$ cat src/rtl/sys_bridge_n.sv
// System bridge between the CPU data-memory port and up to six memory-mapped peripherals.
// Decodes per-device windows plus a CTRL window and maps device interrupts onto HW[7:2].
module sys_bridge_n #(
  parameter int unsigned N_DEV    = 2,
  parameter logic [31:0] BASE     = 32'h0000_7F00,
  parameter logic [31:0] STRIDE   = 32'h10,
  parameter logic [5:0]  IRQ_EDGE = 6'b000000
) (
  input  logic                  clk,
  input  logic                  reset,
  input  logic [31:0]           cpu_addr,
  input  logic [31:0]           cpu_wdata,
  input  logic                  cpu_we,
  input  logic                  cpu_re,
  output logic [31:0]           cpu_rdata,
  output logic                  cpu_ready,
  output logic                  cpu_err,
  output logic [31:0]           dev_addr,
  output logic [31:0]           dev_wdata,
  output logic [N_DEV-1:0]      dev_we,
  input  logic [32*N_DEV-1:0]   dev_rdata,
  input  logic [N_DEV-1:0]      dev_irq,
  output logic [5:0]            HW
);

  localparam int unsigned    SH   = $clog2(STRIDE);
  localparam logic [31:0]    SPAN = 32'(N_DEV * STRIDE);
  localparam int unsigned    IW   = 3;

  typedef enum logic [1:0] {S_IDLE, S_ACCESS, S_RESP} state_e;
  typedef enum logic [1:0] {K_NONE, K_DEV, K_CTRL} kind_e;

  state_e            state_q, state_d;
  kind_e             kind_q, kind_d, dec_kind;
  logic [IW-1:0]     idx_q, idx_d, dec_idx;
  logic              wr_q, wr_d;
  logic [31:0]       addr_q, addr_d;
  logic [31:0]       wdata_q, wdata_d;
  logic [31:0]       rdata_q, rdata_d;
  logic              ready_q, ready_d;
  logic              err_q, err_d;
  logic [N_DEV-1:0]  dev_we_q, dev_we_d;
  logic [N_DEV-1:0]  mask_q, mask_d;
  logic [N_DEV-1:0]  clr_c;
  logic [N_DEV-1:0]  s1_q, s2_q, s3_q;
  logic [N_DEV-1:0]  pend_q, pend_d;
  logic [N_DEV-1:0]  hw_q;
  logic [31:0]       addr_w, off, coff;
  logic [31:0]       dev_rd_sel;

  // Address decode; offsets wrap for addresses below BASE, so they fall through as unmapped.
  assign addr_w = {cpu_addr[31:2], 2'b00};
  assign off    = addr_w - BASE;
  assign coff   = off - SPAN;

  always_comb begin
    dec_kind = K_NONE;
    dec_idx  = '0;
    if (off < SPAN) begin
      dec_kind = K_DEV;
      dec_idx  = IW'(off >> SH);
    end else if (coff < 32'd8) begin
      dec_kind = K_CTRL;
      dec_idx  = {2'b00, coff[2]};
    end
  end

  // Read-data slice of the latched target device.
  always_comb begin
    dev_rd_sel = '0;
    for (int unsigned k = 0; k < N_DEV; k++) begin
      if (idx_q == IW'(k)) dev_rd_sel = dev_rdata[32*k +: 32];
    end
  end

  always_ff @(posedge clk or negedge reset) begin
    if (!reset) begin
      state_q  <= S_IDLE;
      kind_q   <= K_NONE;
      idx_q    <= '0;
      wr_q     <= 1'b0;
      addr_q   <= '0;
      wdata_q  <= '0;
      rdata_q  <= '0;
      ready_q  <= 1'b0;
      err_q    <= 1'b0;
      dev_we_q <= '0;
      mask_q   <= '1;
    end else begin
      state_q  <= state_d;
      kind_q   <= kind_d;
      idx_q    <= idx_d;
      wr_q     <= wr_d;
      addr_q   <= addr_d;
      wdata_q  <= wdata_d;
      rdata_q  <= rdata_d;
      ready_q  <= ready_d;
      err_q    <= err_d;
      dev_we_q <= dev_we_d;
      mask_q   <= mask_d;
    end
  end

  // Access FSM: IDLE latches the request, ACCESS performs it, RESP presents the response.
  always_comb begin
    state_d  = state_q;
    kind_d   = kind_q;
    idx_d    = idx_q;
    wr_d     = wr_q;
    addr_d   = addr_q;
    wdata_d  = wdata_q;
    rdata_d  = '0;
    ready_d  = 1'b0;
    err_d    = 1'b0;
    dev_we_d = '0;
    mask_d   = mask_q;
    clr_c    = '0;
    case (state_q)
      S_IDLE: begin
        if (cpu_we || cpu_re) begin
          state_d = S_ACCESS;
          kind_d  = dec_kind;
          idx_d   = dec_idx;
          wr_d    = cpu_we;
          addr_d  = cpu_addr;
          wdata_d = cpu_wdata;
          if (cpu_we && dec_kind == K_DEV) begin
            for (int unsigned k = 0; k < N_DEV; k++) begin
              if (dec_idx == IW'(k)) dev_we_d[k] = 1'b1;
            end
          end
        end
      end
      S_ACCESS: begin
        state_d = S_RESP;
        ready_d = 1'b1;
        case (kind_q)
          K_DEV: begin
            if (!wr_q) rdata_d = dev_rd_sel;
          end
          K_CTRL: begin
            if (wr_q) begin
              if (idx_q[0]) mask_d = wdata_q[N_DEV-1:0];
              else          clr_c  = wdata_q[N_DEV-1:0];
            end else begin
              rdata_d = idx_q[0] ? 32'(mask_q) : 32'(pend_q);
            end
          end
          default: err_d = 1'b1;
        endcase
      end
      S_RESP: state_d = S_IDLE;
      default: state_d = S_IDLE;
    endcase
  end

  // Pending update: level follows the synchroniser; edge latches until cleared, set beats clear.
  always_comb begin
    pend_d = '0;
    for (int unsigned k = 0; k < N_DEV; k++) begin
      if (IRQ_EDGE[k]) pend_d[k] = (s2_q[k] & ~s3_q[k]) | (pend_q[k] & ~clr_c[k]);
      else             pend_d[k] = s2_q[k];
    end
  end

  always_ff @(posedge clk or negedge reset) begin
    if (!reset) begin
      s1_q   <= '0;
      s2_q   <= '0;
      s3_q   <= '0;
      pend_q <= '0;
      hw_q   <= '0;
    end else begin
      s1_q   <= dev_irq;
      s2_q   <= s1_q;
      s3_q   <= s2_q;
      pend_q <= pend_d;
      hw_q   <= pend_q & mask_q;
    end
  end

  assign cpu_rdata = rdata_q;
  assign cpu_ready = ready_q;
  assign cpu_err   = err_q;
  assign dev_addr  = addr_q;
  assign dev_wdata = wdata_q;
  assign dev_we    = dev_we_q;
  assign HW        = 6'(hw_q);

endmodule

$ cat config.mk
export PLATFORM = sky130hd
export DESIGN_NAME = sys_bridge_n
export DESIGN_NICKNAME = d
export VERILOG_FILES = /design/src/rtl/sys_bridge_n.sv
export SDC_FILE = /design/constraint.sdc
export NUM_CORES = 1
export LEC_CHECK = 0
export CAP_MARGIN = 0
export CORE_AREA = 4 4 145 105
export DETAILED_ROUTE_END_ITERATION = 7
export DIE_AREA = 0 0 149 109
export DONT_BUFFER_PORTS = 1
export GPL_TIMING_DRIVEN = 0
export SKIP_LAST_GASP = 1
export SLEW_MARGIN = 20
export SYNTH_ARGS = -nofsm -noshare
export SYNTH_HDL_FRONTEND = slang
export SYNTH_SLANG_ARGS = --single-unit
$ cat constraint.sdc
create_clock -name clk -period 1.85 [get_ports clk]
set_input_delay 0.185 -clock clk [delete_from_list [all_inputs] [get_ports clk]]
set_output_delay 0.185 -clock clk [all_outputs]
set_load 0.02 [all_outputs]
# == After elaboration in Yosys (flattened, before gate mapping) ==
# Index checks and enable logic that the tools add are counted.
# word_totals
ff_bits,118
output_inout_bits,106
mem_bits_rw,0
latch_bits,0
in_bits,134
wordCells,56
mem_bits_ro,0
mem_count,0
# op_classes
n_lt_le_gt_ge,2
bitwise,1
n_mul,0
div_mod_pow,0
mux,21
n_eq_ne,7
shifts,0
n_reduce_logical,8
addsub,2
# op_table
cell,n
32-bit 2-to-1 mux,4
32-bit case mux with 2 select lines,1
"32-bit by 4-bit < comparator with 1-bit output, second input constant",1
"32-bit by 6-bit < comparator with 1-bit output, second input constant",1
"32-bit by 15-bit subtractor with 32-bit output, second input constant",1
"32-bit by 6-bit subtractor with 32-bit output, second input constant",1
2-bit 2-to-1 mux,8
"2-bit by 1-bit equality test with 1-bit output, second input constant",3
"3-bit by 1-bit equality test with 1-bit output, second input constant",2
3-bit logical NOT,2
1-bit 2-to-1 mux,6
2-bit case mux with 2 select lines,1
4-bit AND reduction,1
3-bit 2-to-1 mux,1
2-bit AND,1
"2-bit equality test, second input constant",1
2-bit logical NOT,1
"2-bit inequality test, second input constant",1
2-bit AND reduction,1
2-bit OR reduction,1
1-bit logical AND,1
1-bit logical OR,1

# == Longest topological paths before layout ==
# depth
depth_word,10
depth_mapped,12
mapped_depth_nobuf,11

# == Worst setup path after synthesis ==
# OpenSTA, ideal clock, no wires.
# synth_timing
path_kind,input to register
start,in cpu_addr[15]
end,reg idx_q[0]
n_path_buf,1
setup_ns,0.124
path_slack_ns,-0.981
cell_stages,10
arrival_ns,2.707
required_time_ns,1.726
path_cell_list,clkbuf_1 nor3_1 nand2_1 or3_1 xnor2_1 or4_4 o21ba_1 o211ai_2 nor3_2 o31a_1
# synth_between
elab_chain_cells,5
word_cells_on_any_way,6
cone_classes,2 x add/sub; 2 x order compare; 2 x mux
# synth_lines
item,line_no,rtl
from (decl),11,"input logic [31:0] cpu_addr,"
32-bit by 15-bit subtractor with 32-bit output (*),53,assign off = addr_w - BASE;
32-bit by 6-bit subtractor with 32-bit output,54,assign coff = off - SPAN;
32-bit by 4-bit < comparator with 1-bit output,62,end else if (coff < 32'd8) begin
1-bit 2-to-1 mux,62,
3-bit 2-to-1 mux (*),59,if (off < SPAN) begin
to (signal assigned),92,idx_q <= idx_d;
to (decl),35,"logic [IW-1:0] idx_q, idx_d, dec_idx;"
# Every way passes the cells marked *; elsewhere a longest branch is shown, timed or not.
# A chain may end at the register's enable or synchronous reset.

# == Final worst setup path ==
# layout_timing
start,in cpu_addr[22]
end,reg dev_we_q[1] (netlist: dev_we[1])
# layout_between
elab_chain_cells,10
word_cells_on_any_way,15
cone_classes,2 x add/sub; 2 x order compare; 2 x eq/ne; 8 x mux; 1 x reduce/logical
# layout_lines
item,line_no,rtl
32-bit by 15-bit subtractor with 32-bit output (*),53,
32-bit by 6-bit subtractor with 32-bit output,54,
32-bit by 4-bit < comparator with 1-bit output,62,
1-bit 2-to-1 mux / 2-bit 2-to-1 mux (equally long branches),62,
3-bit 2-to-1 mux / 2-bit 2-to-1 mux (equally long branches),59,
3-bit by 1-bit equality test with 1-bit output / 2-bit by 1-bit equality test with 1-bit output (equally long branches),"129, 127",
1-bit 2-to-1 mux / 1-bit logical AND (equally long branches),"129, 127",
2-bit 2-to-1 mux (*),127,if (cpu_we && dec_kind == K_DEV) begin
2-bit 2-to-1 mux (*),120,if (cpu_we || cpu_re) begin
2-bit 2-to-1 mux (*),118,case (state_q)
named net dev_we_d[1],42,"logic [N_DEV-1:0] dev_we_q, dev_we_d;"
to (signal assigned),99,dev_we_q <= dev_we_d;
to (decl),42,
# Mark *: on every way through the listed nets, which the timed path passes. The rest lies on a longest branch.

==> key figures <==
Synthesis
  • Adder-cell share of the synthesized area: under 10%
  • Yosys warnings: 0
  • Dominant cells by area after synthesis: dfrtp_1, nand2_1, a22oi_1
  • Mapped Avg Cell Area: roughly 9 µm²
  • Post-synthesis mux area share: around 1.2%
  • Async set or reset register ratio after synthesis: 100.0%
  • Synth Register Bits: around 120
  • Largest family of logic cells by synthesized area: simple AND/OR/NAND/NOR gates
  • Dominant synthesized flop cell: dfrtp_1
  • Simple-gate share of the synthesized area: between 20 and 30%
  • Share of the synthesized area in the top cell type: a little over half
  • Post-synthesis xor/xnor area fraction: 3.059%
  • Synth Area in Compound Gates: 11.02%
  • Yosys cell types: 57
  • Syn Inst Count: a little under 600
  • Sequential share of the synthesized area: a little over half
  • Synthesized cell area: 5440 µm²
  • Post-synth EDFFs: 0
  • Leading area contributor after synthesis: dfrtp_1

Detailed routing
  • DRC Markers: 0
  • DR WL/cell: 19.63 µm
  • Routed WL: 18.85 mm
  • Vias: 5142
  • Vias per Instance: about 5.4
  • ANT nets after route: 0
  • DRT iter0 DRCs: approximately 590
  • Pre-antenna DRT Iters: 6

Clocking
  • Clk Tree Root Cell: clkbuf_16
  • Clock transition at path regs: roughly 60 ps
  • TritonCTS Buffers: 17
  • Max clock buf depth: 2
  • CTS tree: yes
  • Clk Latency, worst-skew pair: between 400 and 500 ps
  • Sink Count: 118
  • CTS H-tree depth: 4

Power
  • VDD IR max: roughly 970 µV
  • Leakage: 3.698 nW
  • Pwr dens: approximately 1400 nW/µm²
  • Power Total: around 11 mW

Setup path
  • Crit end category: flop
  • Crit path launch type: input pin
  • CP arrival: between 2000 and 3000 ps
  • Cell count of the worst reg-to-reg path: 4
  • Crit-path max FO: 4
  • Critical Path RT: ~2200 ps
  • CP Class: in2reg
  • R2R Setup Slk: between 100 and 150 ps

Die
  • # rows: 36
  • Core Box Area: between 10000 and 15000 µm²
  • Die Y-Extent: 109 µm
  • Ports: 240
  • Die W: between 100 and 150 µm
  • Initial Utilization: 39.47%
  • Die area: between 15000 and 20000 µm²

Final layout
  • Fillers: 1151
  • Register area: between 2000 and 3000 µm²
  • Share of layout cells above drive strength 1: ~16%
  • Non-Filler Instances: 960
  • Most frequent cells in the layout: nand2_1, dlygate4sd3_1, dfrtp_1
  • Final net count: roughly 900
  • Area of the multi-input gates: between 2000 and 3000 µm²
  • Commonest non-fill, non-tap cell in the layout: nand2_1
  • Area Growth Syn to Fin: 46.80%

Placed design
  • Routability cong.: about 0.9
  • PortBufs: 0
  • Dpl hpwl: ~12 mm
  • Placed instance count: ~790

Timing
  • Setup-failing EPs final: 7
  • Max frequency: 406.3 MHz
  • WHS: -526.2 ps
  • Worst-Margin Slew: approximately 700 ps
  • Tmin final: approximately 2500 ps
  • Final WS setup: -611.2 ps
  • Max-slew violations: 0
  • Hold Violations, Final: 118
  • RSZ-0062 raised after global routing: true
  • Clock Skew: between 8 and 9 ps
  • Slew HR: a little over half
  • Period utilization: 133.0%

Hold path
  • Hold Path Class: in2async

Global routing
  • First-pass GRT wire length: between 20 and 30 mm
  • Largest net degree at the start of global routing: around 120
  • Initial antenna violation count: 0
  • Total grt overflow: 0
  • Total track usage: 22.87%
  • Vias in the first global route: approximately 5300

Outcome
  • Status: finished with violations
  • Failing checks: hold timing, setup timing

Flow run
  • Max_cap viols: 0
## synthesized netlist by cell type, types with 3 or more instances
library cell,instances
buf_4,4
a22oi_1,32
and3_1,4
nor2_1,43
xnor2_1,10
o22ai_1,4
a41oi_1,3
nor4_1,8
nor3b_1,4
nor2b_1,3
nand4_1,12
clkbuf_1,26
ha_1,5
o21a_1,3
mux2i_1,3
xor2_1,9
dfrtp_1,116
mux2_2,3
nand2_1,204
nor3_1,11
buf_1,3
and2_1,5
nand3_1,7
nor4bb_1,5
a21oi_1,4
buf_2,3
inv_1,6
o21ai_0,13
## stage by stage
step | utilization (%) | area [µm²] | hold WS (ps) | worst slack (ps) | TNS, ps
after floorplan | - | 5468 | -110.6 | -870.1 | -5472
after global placement | 41.39 | 5705 | -108.0 | -1419 | -30640
after detailed placement | 41.39 | 5705 | -108.5 | -1414 | -37440
after CTS | 56.64 | 7807 | -550.5 | -555.6 | -3203
after global routing | 57.92 | 7984 | -556.7 | -708.9 | -4289
final | 57.94 | 7986 | -526.2 | -611.2 | -3505
## cell type report
cell class | count | area share (%)
diodes | 1 | 0.03133
inverters | 6 | 0.2820
clock inverters | 13 | 2.256
clock buffers | 19 | 5.421
flip-flops and latches | 118 | 37.00
well taps | 190 | 2.977
repair buffers | 142 | 17.14
plain buffers | 35 | 2.240
multi-input cells | 436 | 32.65
## metal layers
layer  GRT usage (%)  up-vias  wire [µm]
met3           8.641       43       1878
met5               0        -          0
met1           29.25     2461       7722
met2           35.69      293       8827
li1                -     2345          -
met4           8.361        0        420
## path summary, 6_finish.rpt
path,to,start
setup / recovery,dev_we[1],cpu_addr[22]
hold / removal,cpu_rdata[14],reset
setup reg to reg,cpu_rdata[19],idx_q[0]
hold reg to reg,pend_q[1],pend_d[1]
max in group asynchronous,mask_q[0],reset
min in group clk,dev_addr[5],cpu_addr[5]
## cells by family (layout without fill, tap and decap cells)
logic type	Yosys count	after routing
buffers and inverters	42	215
other	1	5
AO/OA/AOI/OAI	83	83
multiplexers	6	6
adder cells (fa/ha/maj)	5	5
flip-flops	118	118
AND/OR/NAND/NOR	319	319
XOR/XNOR	19	19
## sequential cells by signal, indices dropped and copies added, names as in the netlist
name       cells
pend_q         2
pend_d         2
dev_addr      32
s1_q           2
idx_q          3
cpu_rdata     32
cpu_err        1
mask_q         2
wr_q           1
cpu_ready      1
dev_wdata     32
hw_q           2
dev_we         2
kind_q         2
state_q        2
## power breakdown
| group | total [mW] | switching [mW] | internal (mW) | leakage [nW] |
|---|---|---|---|---|
| sequential | 4.91 | 1.56 | 3.35 | 1.51 |
| combinational | 2.66 | 1.63 | 1.03 | 1.90 |
| clock | 3.43 | 1.19 | 2.25 | 0.293 |
| total | 11.0 | 4.38 | 6.63 | 3.70 |
## what timing repair did
action / in CTS / in global routing
resized for setup: 44 / 33
hold buffers: 120 / 1
setup buffers: 18 / 4
setup endpoints to repair: 102 / 51
hold endpoints to repair: 210 / 119
pin swaps: 20 / 13
## worst max-delay path, cell delays in order
cell and delay, ps:
or3_4 370, or3_4 340, o31a_1 300, or2_1 230, or4_4 560, nor4_4 320, nand4_1 220, o21ba_4 280
Note: power is estimated with default switching activity, not from simulation.
==> RTL change 1, RTL diff (same settings) <==
`STRIDE`: 32'h10 -> 32'h0C.
--- a/src/rtl/sys_bridge_n.sv
+++ b/src/rtl/sys_bridge_n.sv
@@ -3,7 +3,7 @@
 module sys_bridge_n #(
   parameter int unsigned N_DEV    = 2,
   parameter logic [31:0] BASE     = 32'h0000_7F00,
-  parameter logic [31:0] STRIDE   = 32'h10,
+  parameter logic [31:0] STRIDE   = 32'h0C,
   parameter logic [5:0]  IRQ_EDGE = 6'b000000
 ) (
   input  logic                  clk,
Check against the original RTL: not equivalent (Yosys sat finds a counterexample within 4 cycles, from zero or initial values and one cycle with reset low).
==> RTL change 1 against the unedited design <==
  * The run still ends with hold timing, setup timing left
  * Setup slack better by 0.48 ns
  * First-iteration DRC count down 23%
  * Sequential share of layout area grew 0.29 points
  * Design area is 0.78% lower
  * Global-route usage shrank 0.66 points
  * Hold slack got worse by 0.011 ns
  * Routed wire length is 3.4% lower
  * Total power fell by 2.5%
  * Clock power decreased by 4%
  * Sequential cell count is the same
  * Synthesized area rose by 1.7%
  * Critical endpoint is now dev_we[0]
  * Largest cell class unchanged
==> RTL change 1: results (changes against the unedited design) <==
status=complete, but fails checks; failing checks=hold timing, setup timing; hold_ws=-0.537 ns (-0.0108 ns); Synth Area in XOR/XNOR=0.0174 (-0.0132); CP Max Fanout=7 (+3); FILL cells=1179 (+2.4%); Unique masters post-synth=65 (+14%); Setup TNS Final=-0.328 ns (+3.18 ns); First DRT Iteration DRCs=450 (-23%); Finished Layout Cells=948 (-1.3%); synthesized area per cell=9.31 um^2 (+1.5%); fin nets=882 (-1.5%); Fin. Hold Viols=118 (unchanged); final setup margin=-0.132 ns (+0.480 ns); register area share after synthesis=0.534 (-0.00909); area of the multi-input gates=2610 um^2 (+0.24%); first-pass GRT wire length=27800 um (-2.9%); vias in the first global route=5343 (+0.56%); placed inst area=5880 um^2 (+3.0%); layout clock buffer count=24 (+5); gr usage total=0.222 (-0.00656); Signal buffers=164 (-7.3%); maximum vdd drop=953 uV (-1.6%); global placement routability congestion=0.898 (-0.53%); Finish-stage setup viols=4 (-3); synth top area cells=dfrtp_1 52%, nand2_1 14%, a22oi_1 4.5%, nor2_1 3.3%, clkbuf_1 1.4%; Placed Cells=787 (+0.13%); via count=5087 (-1.1%); Crit-path slowest cell=a2111oi_4; P_sw=4.25 mW (-2.8%)
-- RTL change 1: path summary, 6_finish.rpt --
kind	from	endpoint	slack, ns	cells past startpoint
worst min register to register	pend_d[0]	pend_q[0]	0.34	0
worst max register to register	idx_q[0]	cpu_rdata[1]	0.13	5
worst max-delay path	cpu_addr[8]	dev_we[0]	-0.13	9
min in group clk	cpu_addr[13]	dev_addr[13]	0.02	3
worst min-delay path	reset	dev_addr[20]	-0.54	0
max in group asynchronous	reset	mask_q[1]	2.09	0
-- RTL change 1: timing repair --
action,4_1_cts,5_1_grt
endpoints found under the hold margin,210,118
cloned,1,0
endpoints found under the setup margin,97,71
gates resized for setup,39,17
setup buffers,7,1
pin swaps,15,0
-- RTL change 1: layer usage --
layer | vias up | track usage | wire length, um
met5 | - | 0 | 0
met1 | 2420 | 0.283 | 7530
met2 | 299 | 0.343 | 8520
met3 | 43 | 0.0794 | 1740
met4 | 0 | 0.0967 | 414
li1 | 2325 | - | -
==> RTL change 2, RTL diff (config.mk and constraints unchanged) <==
Made on the original files. Make the reset (`reset`) synchronous in 2 clocked blocks.
--- a/src/rtl/sys_bridge_n.sv
+++ b/src/rtl/sys_bridge_n.sv
@@ -73,7 +73,7 @@
     end
   end
 
-  always_ff @(posedge clk or negedge reset) begin
+  always_ff @(posedge clk) begin
     if (!reset) begin
       state_q  <= S_IDLE;
       kind_q   <= K_NONE;
@@ -163,7 +163,7 @@
     end
   end
 
-  always_ff @(posedge clk or negedge reset) begin
+  always_ff @(posedge clk) begin
     if (!reset) begin
       s1_q   <= '0;
       s2_q   <= '0;
Formal check against the unedited RTL: differs if reset is asserted again (counterexample within 4 cycles, from zero or initial values and one cycle with reset low); with reset held inactive, the same outputs for 4 cycles.
==> RTL change 2 against the unedited design <==
  * The run ends with setup timing left
  * Setup slack improved by 0.13 ns
  * Routed wire length increased by 1.0%
  * Hold slack better by 0.55 ns
  * Clock skew about the same
  * Synthesized area rose by 0.46%
  * Design area is 1.7% lower
  * Sequential cell count is the same
  * Register-to-register slack worse by 0.03 ns
  * First-iteration DRC count decreased by 39%
Power is not compared: it rests on default switching activity, and its combinational part moved more than twofold at a synthesized area within 25%.
==> RTL change 2: results (changes against the unedited design) <==
failing checks=setup timing; YS warnings=0 (unchanged); Vias/cell=5.42 (+1.2%); H-tree levels=4 (unchanged); placed inst area=5760 um^2 (+0.99%); ys async rst share=0 (-1.00); Critical Path AT=2.66 ns (-0.15 ns); commonest cells in the netlist=152 x nand2_1, 118 x dfxtp_1, 66 x a21boi_0; maximum vdd drop=~550 uV; synthesized area per cell=8.42 um^2 (-8.2%); LEAKAGE=between 2 and 3 nW; register area share after synthesis=0.432 (-0.111); initial antenna violation count=1 (+1); Pre-Repair DR Iteration Count=5 (-1); largest net degree at the start of global routing=17 (-86%); Worst-path clk slew=0.06 ns (about the same); worst hold start=dev_rdata[33]; Placed Cells=842 (+7.1%); Worst R2R Start=state_q[1]; first-pass GRT wire length=29000 um (+1.3%); routed wire length=19000 um (+1.0%); Longest Clk Path Bufs=2 (unchanged); hold crit path type=input pin to flop; Unique masters post-synth=67 (+18%); pre-CTS WS=-0.930 ns (+0.484 ns); Slew @ Worst Pin=0.545 ns (-0.157 ns); Setup crit start=cpu_addr[10]; CTS root buf=clkbuf_16; final setup margin=-0.478 ns (+0.133 ns); Setup Skew=0.00807 ns (-0.000165 ns); ANT cells=0 (-1); Finished Layout Cells=1006 (+4.8%); gr usage total=0.227 (-0.00205); global placement routability congestion=0.941 (+4.2%); CTS tree=yes; P_int=about 5.2 mW; CTS buffer count=17 (unchanged); DP HPWL=13000 um (+11%); CP Max Fanout=5 (+1); status=complete, but fails checks; First DRT Iteration DRCs=360 (-39%); layout cells sized above 1=0.129 (-0.0274); Hold Path Depth=2; vias in the first global route=5443 (+2.4%); Finish-stage setup viols=5 (-2); fin nets=941 (+5.1%); R2R depth=6 (+2); Skew-Pair Late Insertion Delay=0.40 ns; synth top area cells=dfxtp_1 43%, nand2_1 10%, a21boi_0 9.1%, a22oi_1 4.4%, nor2_1 3.2%; port buffer count=0 (unchanged)
## RTL change 2: timing repair
action / in CTS / in global routing
pin swaps: 23 / 10
setup buffers: 13 / 2
hold buffers: 118 / 1
gates resized for setup: 24 / 16
hold endpoints to repair: 92 / 2
endpoints found under the setup margin: 5 / 74
## RTL change 2: worst paths after layout
kind | slack [ns] | endpoint
max | -0.48 | idx_q[0]
min | 0.02 | cpu_rdata[1]
max reg2reg | 0.11 | dev_wdata[10]
min reg2reg | 0.44 | pend_d[0]
## RTL change 2: routing by layer
metal / track usage / up-vias / share of wire / routed length (um)
li1: - / 2575 / - / -
met3: 0.0798 / 46 / 0.097 / 1840
met1: 0.282 / 2580 / 0.42 / 8040
met4: 0.0718 / 2 / 0.018 / 344
met5: 0 / - / 0.00047 / 9
met2: 0.371 / 251 / 0.46 / 8810
## RTL change 2: cells by family (layout without fill, tap and decap cells)
| family | count (synthesis) | count (layout) | synth area share |
|---|---|---|---|
| buf+inv | 56 | 220 | 0.0481 |
| simple gates | 299 | 299 | 0.263 |
| flops | 118 | 118 | 0.432 |
| xor+xnor | 15 | 15 | 0.0240 |
| fa+ha+maj | 4 | 4 | 0.00916 |
| other cells | 1 | 4 | 0.000686 |
| mux | 8 | 8 | 0.0156 |
| compound gates | 148 | 148 | 0.207 |
## RTL change 2: worst max-delay path, cell delays in order
cell and delay [ns]:
buf_12 0.11, and3_4 0.14, or4_4 0.53, a2111oi_4 0.48
buf_4 0.19, nand3b_2 0.13, nor4b_2 0.27, xnor2_1 0.12
nor4_2 0.20, nand4_1 0.14, a21oi_1 0.15
## RTL change 2: cell type report
cell class / instances / area (um^2)
Buffer: 45 / 240
Clock buffer: 18 / 439
Clock inverter: 14 / 165
Fill cell: 1200 / 5930
Inverter: 10 / 37.5
Multi-Input combinational cell: 478 / 3050
Sequential cell: 118 / 2360
Tap cell: 190 / 238
Timing Repair Buffer: 133 / 1330
## RTL change 2: power by group through the flow
stage	Sequential (mW)	Clock, mW	Combinational (mW)
5_1_grt	2.93	3.52	1.04
4_1_cts	2.91	3.42	0.912
2_1_floorplan	2.93	0	0.515
3_5_place_dp	2.97	0	0.671
3_3_place_gp	2.96	0	0.639
6_report	2.91	3.36	0.946
## RTL change 2: per-stage QoR
step                setup TNS, ns  hold slack (ns)
floorplan                   -1.50            0.262
global placement            -3.74            0.265
detailed placement          -3.86            0.266
CTS                         -1.45          -0.0739
global route                -2.03          0.00795
finish                      -1.41           0.0203
